File: src/rtl/counter_run_pkg.sv
// Shared encodings for the counter run controller: FSM state codes and a busy decode.
package counter_run_pkg;

    localparam int STATE_W = 2;

    // Code 3 is never entered; the controller treats it exactly like ST_IDLE.
    typedef enum logic [STATE_W-1:0] {
        ST_IDLE = 2'd0,
        ST_RUN  = 2'd1,
        ST_HOLD = 2'd2
    } run_state_e;

    function automatic logic is_busy(input run_state_e s);
        return (s == ST_RUN) || (s == ST_HOLD);
    endfunction

endpackage

File: src/rtl/counter_run_core.sv
// Count register with clear and enable, plus an equality compare against the latched terminal value.
module counter_run_core #(
    parameter int BITS = 32
) (
    input  logic            clk,
    input  logic            rst,
    input  logic            clr,
    input  logic            en,
    input  logic [BITS-1:0] limit,
    output logic [BITS-1:0] count,
    output logic            at_limit
);

    // clr takes priority over en so a wrap or restart never leaks an increment.
    always_ff @(posedge clk) begin
        if (!rst) begin
            count <= '0;
        end else if (clr) begin
            count <= '0;
        end else if (en) begin
            count <= count + BITS'(1);
        end
    end

    assign at_limit = (count == limit);

endmodule

File: src/rtl/counter_run_ctrl.sv
// Start/stop/pause sequencer with prescaled advance, terminal detect and one-shot or periodic reload.
module counter_run_ctrl
    import counter_run_pkg::*;
#(
    parameter int BITS     = 32,
    parameter int PRE_BITS = 8
) (
    input  logic                clk,
    input  logic                rst,
    input  logic                start,
    input  logic                stop,
    input  logic                periodic,
    input  logic [BITS-1:0]     load_val,
    input  logic [PRE_BITS-1:0] prescale,
    output logic [BITS-1:0]     count,
    output logic                busy,
    output logic                done,
    output logic [STATE_W-1:0]  state
);

    // start and stop are single-cycle command pulses acted on at the clock edge they are high;
    // there is no back-pressure, and when both are high stop wins in every state.

    run_state_e            state_q, state_d;
    logic [PRE_BITS-1:0]   pre_q, pre_d;
    logic [PRE_BITS-1:0]   pre_lim_q, pre_lim_d;
    logic [BITS-1:0]       limit_q, limit_d;
    logic                  mode_q, mode_d;
    logic                  done_q, done_d;
    logic                  busy_q, busy_d;
    logic                  cnt_clr, cnt_en;
    logic                  at_limit;
    logic                  tick;

    counter_run_core #(
        .BITS(BITS)
    ) u_core (
        .clk      (clk),
        .rst      (rst),
        .clr      (cnt_clr),
        .en       (cnt_en),
        .limit    (limit_q),
        .count    (count),
        .at_limit (at_limit)
    );

    assign tick = (pre_q == pre_lim_q);

    always_ff @(posedge clk) begin
        if (!rst) begin
            state_q   <= ST_IDLE;
            pre_q     <= '0;
            pre_lim_q <= '0;
            limit_q   <= '0;
            mode_q    <= 1'b0;
            done_q    <= 1'b0;
            busy_q    <= 1'b0;
        end else begin
            state_q   <= state_d;
            pre_q     <= pre_d;
            pre_lim_q <= pre_lim_d;
            limit_q   <= limit_d;
            mode_q    <= mode_d;
            done_q    <= done_d;
            busy_q    <= busy_d;
        end
    end

    always_comb begin
        state_d   = state_q;
        pre_d     = pre_q;
        pre_lim_d = pre_lim_q;
        limit_d   = limit_q;
        mode_d    = mode_q;
        done_d    = 1'b0;
        cnt_clr   = 1'b0;
        cnt_en    = 1'b0;

        case (state_q)
            ST_RUN: begin
                if (stop) begin
                    // Freeze count and prescaler; a tick landing on this edge is dropped.
                    state_d = ST_HOLD;
                end else if (start) begin
                    limit_d   = load_val;
                    pre_lim_d = prescale;
                    mode_d    = periodic;
                    pre_d     = '0;
                    cnt_clr   = 1'b1;
                end else if (tick) begin
                    pre_d = '0;
                    if (!at_limit) begin
                        cnt_en = 1'b1;
                    end else if (mode_q) begin
                        cnt_clr = 1'b1;
                        done_d  = 1'b1;
                    end else begin
                        done_d  = 1'b1;
                        state_d = ST_IDLE;
                    end
                end else begin
                    pre_d = pre_q + PRE_BITS'(1);
                end
            end

            ST_HOLD: begin
                if (stop) begin
                    state_d = ST_IDLE;
                    pre_d   = '0;
                    cnt_clr = 1'b1;
                end else if (start) begin
                    state_d = ST_RUN;
                end
            end

            default: begin
                // Covers ST_IDLE and the unused code 3.
                state_d = ST_IDLE;
                if (start && !stop) begin
                    limit_d   = load_val;
                    pre_lim_d = prescale;
                    mode_d    = periodic;
                    pre_d     = '0;
                    cnt_clr   = 1'b1;
                    state_d   = ST_RUN;
                end
            end
        endcase

        busy_d = is_busy(state_d);
    end

    assign busy  = busy_q;
    assign done  = done_q;
    assign state = state_q;

endmodule

File: config.mk
export PLATFORM = sky130hd
export DESIGN_NAME = counter_run_ctrl
export DESIGN_NICKNAME = d
export VERILOG_FILES = /design/src/rtl/counter_run_pkg.sv /design/src/rtl/counter_run_core.sv /design/src/rtl/counter_run_ctrl.sv
export SDC_FILE = /design/constraint.sdc
export NUM_CORES = 1
export LEC_CHECK = 0
export BUFFER_PORTS_ARGS = -buffer_cell sky130_fd_sc_hd__buf_2
export CAP_MARGIN = 40
export CORE_ASPECT_RATIO = 1.1
export CORE_MARGIN = 4
export CORE_UTILIZATION = 40
export CTS_CLUSTER_SIZE = 8
export DETAILED_ROUTE_END_ITERATION = 8
export HOLD_SLACK_MARGIN = 0.03
export PLACE_DENSITY = 0.69
export SLEW_MARGIN = 10
export SYNTH_ARGS = -nofsm -noshare
export SYNTH_HDL_FRONTEND = slang
export SYNTH_SLANG_ARGS = --single-unit
File: constraint.sdc
create_clock -name clk -period 2.9 [get_ports clk]
set_clock_uncertainty 0.2 [all_clocks]
set_input_delay 0.29 -clock clk [delete_from_list [all_inputs] [get_ports clk]]
set_output_delay 0.29 -clock clk [all_outputs]
set_load 0.01 [all_outputs]
---- Word level (Yosys, flattened, before mapping) ----
Cells that the tools add are included.
word-level totals
  register bits ........................... 85
  word-level logic and storage cells ...... 73
operators by class
  add/subtract/negate cells ............... 2
  eq/ne operators ......................... 9
  muxes and demuxes ....................... 41
  bitwise gates (word level) .............. 4
  reduce and logical (&&, ||, !) cells .... 9
operator list
  cell                     count
  $mux W32                 3
  $mux W8                  8
  $pmux W32 S2             1
  $add A32 B1 Y32 const B  1
  $eq A32 B32 Y1           1
  $pmux W8 S2              2
  $mux W1                  17
  $mux W2                  7
  $add A8 B1 Y8 const B    1
  $eq A8 B8 Y1             1
  $ne A2 B2 Y1 const B     3
  $reduce_or A5 Y1         1
  $eq A2 B1 Y1 const B     2
  $eq A2 B2 Y1 const B     2
  $not A1 Y1               4
  $pmux W1 S2              2
  $pmux W2 S2              1
  $reduce_and A4 Y1        1
  $reduce_and A3 Y1        1
  $reduce_bool A3 Y1       1
  $reduce_bool A2 Y1       1
  $reduce_or A2 Y1         1
  $logic_and A1 B1 Y1      1
  $logic_not A1 Y1         1
  $logic_or A1 B1 Y1       1

---- Depth between registers and ports, before layout ----
  depth after elaboration ................. 8
  mapped depth ............................ 9
  mapped depth without buffers ............ 8

---- By module ----
A second synthesis with hierarchy kept.
unflattened totals
  cells, all modules ...................... 503
  area total of the unflattened synthesis .. 4,226.6 um2
by module, submodules not included
  module            instances  cells each  area an instance (um2)  sequential area each (um2)
  counter_run_ctrl  1          275         2,302.2                 1,061.0
  counter_run_core  1          228         1,924.3                 640.6

---- Worst setup path before layout ----
No wires, ideal clock.
  path kind ............................... reg-to-reg
  start ................................... register state_q[0], in the netlist state[0]
  end ..................................... register pre_q[5]
  library setup time ...................... 121 ps
  arrival ................................. 1,932 ps
  required time ........................... 2,579 ps
  slack ................................... 646 ps
  cell stages (with the launch flop) ...... 10
  buffers on the path ..................... 1
  period minus slack after synthesis ...... 2,254 ps
  path through ............................ dfxtp_1 inv_1 ha_1 clkbuf_1 o21bai_1 o22ai_1 and4_1 nand3_1 xor2_1 nor2_1
on the way
  longest elaborated chain between the ends .. 3
  elaborated cells between the ends (all ways) .. 7
  classes of those cells .................. eq/ne (4); mux (1); reduce/logical (2)
RTL lines
  what                                                                 line                    source
  start: declaration                                                   counter_run_ctrl.sv:24  run_state_e state_q, state_d;
  start signal: assignment                                             counter_run_ctrl.sv:59  state_q <= state_d;
  $eq A2 B1 Y1 / $eq A2 B2 Y1 (equally long branches)                  counter_run_ctrl.sv:79  case (state_q)
  $ne A2 B2 Y1 (no line) / $reduce_bool A3 Y1 (equally long branches)  --
  $reduce_and A3 Y1 (no line)                                          --
  end signal: assignment                                               counter_run_ctrl.sv:60  pre_q <= pre_d;
  end: declaration                                                     counter_run_ctrl.sv:25  logic [PRE_BITS-1:0] pre_q, pre_d;
Several ways; a longest one is shown, not always the timed one.
A chain may end at the register's enable or synchronous reset.

---- Worst setup path in the final report ----
  start ................................... register u_core.count[6]
  end ..................................... register u_core.count[30]
on the way
  longest elaborated chain between the ends .. 7
  elaborated cells between the ends (all ways) .. 13
  classes of those cells .................. add/sub (1); eq/ne (1); mux (10); reduce/logical (1)
RTL lines
  what                        line                    source
  start: declaration          counter_run_core.sv:10  output logic [BITS-1:0] count,
  start signal: assignment    counter_run_core.sv:21  count <= count + BITS'(1);
  $eq A32 B32 Y1              counter_run_core.sv:25  assign at_limit = (count == limit);
  $mux W1                     counter_run_ctrl.sv:92  if (!at_limit) begin
  $mux W1                     counter_run_ctrl.sv:90  end else if (tick) begin
  $mux W1                     counter_run_ctrl.sv:84  end else if (start) begin
  $mux W1                     counter_run_ctrl.sv:81  if (stop) begin
  $pmux W1 S2                 counter_run_ctrl.sv:79
  $reduce_or A2 Y1 (no line)  --
Several ways; a longest one is shown, not always the timed one.

==> run_results.csv <==
group,metric,value,unit
global_routing,grt_antenna_before_repair,0,
yosys,yosys_most_used_dff,"dfxtp_1",
sta,post-route-worst-setup-slack,0.319,ns
clock_network,clock_sink_count,85,
route,initialDrtViolationCount,248,
floorplanning,die_width,105,µm
setup_path,cp.required,3.00,ns
route,average_via_count_per_standard_cell,5.43,
route,routed_wire_length_per_instance,15.4,µm
yosys,avgSynthCellArea,8.21,µm²
yosys,syn-num-nets,555,
place,gp_congestion,0.889,
place,detailedPlacementHpwl,8550,µm
run_status,outcome,"finished, final reports clean",
setup_path,critical_path_class,"reg2reg",
min_path,hold_class,"in2reg",
floorplanning,floorplan.rows,38,
final_layout,number_of_antenna_diodes,0,
route,via_count_of_the_routed_design,4095,
clock_network,number_of_buffers_created_by_cts,9,
global_routing,grt_first_pass_wirelength,19400,µm
floorplanning,boundaryPins,81,
yosys,synth_cell_types,47,
floorplanning,initial_utilization,41.6,%
sta,report.final.setup_viol,0,
final_layout,mostFrequentLayoutCell,"nand2_1",
floorplanning,vertical_die_dimension,115,µm
sta,slew_headroom,58.8,%
yosys,synth.yosys.seq_area_share,41.0,%
setup_path,cp_data_arrival_time,2.68,ns
clock_network,htree_levels,3,
place,pre_cts_slack,0.338,ns
final_layout,layout.cells.most_common_list,"nand2_1 (94), dfxtp_1 (85), buf_2 (80)",
pwr,power_density_cells,446,nW/µm²
global_routing,grt_max_degree,33,
place,port-buffer-count,80,
route,drt_pass1_iterations,4,
final_layout,flow.area_growth_from_synthesis,29.1,%
clock_network,postCtsSetupRepairBufs,0,
sta,setup_total_negative_slack,0,ns
setup_path,critical_path_peak_fanout,9,
yosys,cells_after_synth,506,
final_layout,drive_gt1_share,19.6,%
yosys,async_set_reset_flop_share_out_of_synthesis,0,%
clock_network,clkTransAtPathRegs,0.09,ns
global_routing,grt_pass1_vias,3949,
route,drt_drc_violations_left,0,
flow_run,maxCapViolCount,0,
final_layout,fin_cells,754,
sta,fin_crit_sh,89.0,%
yosys,synth-warning-count,0,
clock_network,worstSkewPairLatency,0.36,ns
pwr,irDropWorstVdd,0.000213,V
final_layout,num-nets-final,678,
sta,grt_setup_unrepaired,"no",
clock_network,cts_root_buffer,"clkbuf_8",
yosys,synth_edf_count,0,
sta,maxSlewViolCount,0,
pwr,total_leakage_power,2.25,nW
clock_network,clock_tree.buffer_depth,2,
sta,tightestPinTransition,0.614,ns
floorplanning,floorplan.die_area,12100,µm²
global_routing,grt_remaining_overflow,0,
setup_path,critical_path.endpoint_type,"register",
setup_path,worst_setup_path_start_kind,"register",
yosys,yosys_register_bits,85,
sta,hold_viol_final,0,
floorplanning,core_region_area,9980,µm²
clock_network,clock_tree_from_tritoncts,"done",
route,antenna_left,0,
global_routing,groute.usage.overall,19.9,%
place,numPlacedInstances,697,
setup_path,regToRegSetupSlack,0.32,ns
yosys,syn_area,4150,µm²
sta,layout_min_cycle_time,2.58,ns
sta,achievable-frequency,387,MHz
route,routed_wl,11600,µm
-- worst paths after layout --
path	start	endpoint	cells after the start
worst max-delay path	u_core.count[6]	u_core.count[30]	6
worst min-delay path	rst	busy	4
worst max register to register	u_core.count[6]	u_core.count[30]	6
worst min register to register	limit_q[18]	limit_q[18]	2
-- stage by stage --
stage                     area, µm²  power, mW  hold slack, ns  utilization, %
after floorplan                4150       1.39           0.226               -
after detailed placement       4740       1.48           0.260            47.5
final                          5360       2.39           0.108            53.7
after global placement         4740       1.48           0.254            47.5
after global routing           5360       2.49           0.129            53.7
after CTS                      5360       2.40          0.0887            53.7
-- synth_stat cells, types with 2 or more instances --
library cell,number,share of area [%]
nand4_1,15,2.3
and3_1,7,1.1
or4_1,9,1.6
nand2b_1,4,0.60
xor2_1,46,9.7
nor4_1,8,1.2
and2_1,2,0.30
a31o_2,2,0.42
buf_6,2,0.54
clkbuf_1,22,2.0
nor3b_1,2,0.36
inv_1,7,0.63
or3_1,11,1.7
and4_1,6,1.3
mux2i_1,2,0.48
dfxtp_1,85,41
buf_2,3,0.36
nand2_1,94,8.5
nor2_1,26,2.3
nor2b_1,2,0.30
ha_1,4,1.2
o31ai_1,10,1.8
a211oi_1,7,1.3
nand3_1,17,2.0
a21oi_1,67,8.1
o21ai_0,14,1.7
xnor2_1,11,2.3
nor4_4,2,1.0
-- state kept, by name, indices dropped and copies added, names as in the netlist --
name / flops
mode_q: 1
u_core.count: 32
done: 1
limit_q: 32
pre_lim_q: 8
state: 2
busy: 1
pre_q: 8
-- timing repair --
item | in CTS | in global routing
gates resized for setup | 0 | 0
hold buffers | 41 | 0
hold endpoints to repair | 41 | 0
-- final cells by class --
| class | count | area (µm²) |
|---|---|---|
| inverters | 8 | 30.0 |
| fillers | 982 | 4620 |
| flip-flops and latches | 85 | 1700 |
| clock inverters | 4 | 55.1 |
| repair buffers | 140 | 966 |
| well taps | 120 | 150 |
| multi-input cells | 385 | 2310 |
| clock buffers | 12 | 155 |
-- routing by layer --
metal  track usage [%]  wire, µm  share of wire (%)
met1              25.2      5030                 43
met2              34.5      5800                 50
met3              3.87       615                5.3
met4              5.86       191                1.6
met5                 0         0                  0
-- critical path, stage by stage, from the launching register on --
cell	delay (ns)
dfxtp_1	0.52
xor2_1	0.15
nor4_1	0.39
nand4_1	0.33
o211ai_1	0.60
o21ai_0	0.19
a21oi_1	0.14
-- logic make-up after synthesis --
logic type	after synthesis	synth area share [%]
buffers and inverters	36	3.73
AND/OR/NAND/NOR	211	25.6
adder cells (fa/ha/maj)	4	1.20
XOR/XNOR	57	12.0
AO/OA/AOI/OAI	111	16.0
multiplexers	2	0.482
flip-flops	85	41.0
-- power breakdown --
group | leakage, nW | internal [mW] | switching [mW]
clock | 0.103 | 0.451 | 0.446
combinational | 1.46 | 0.131 | 0.148
sequential | 0.690 | 1.20 | 0.0229
Power figures use the tool's default switching activity.
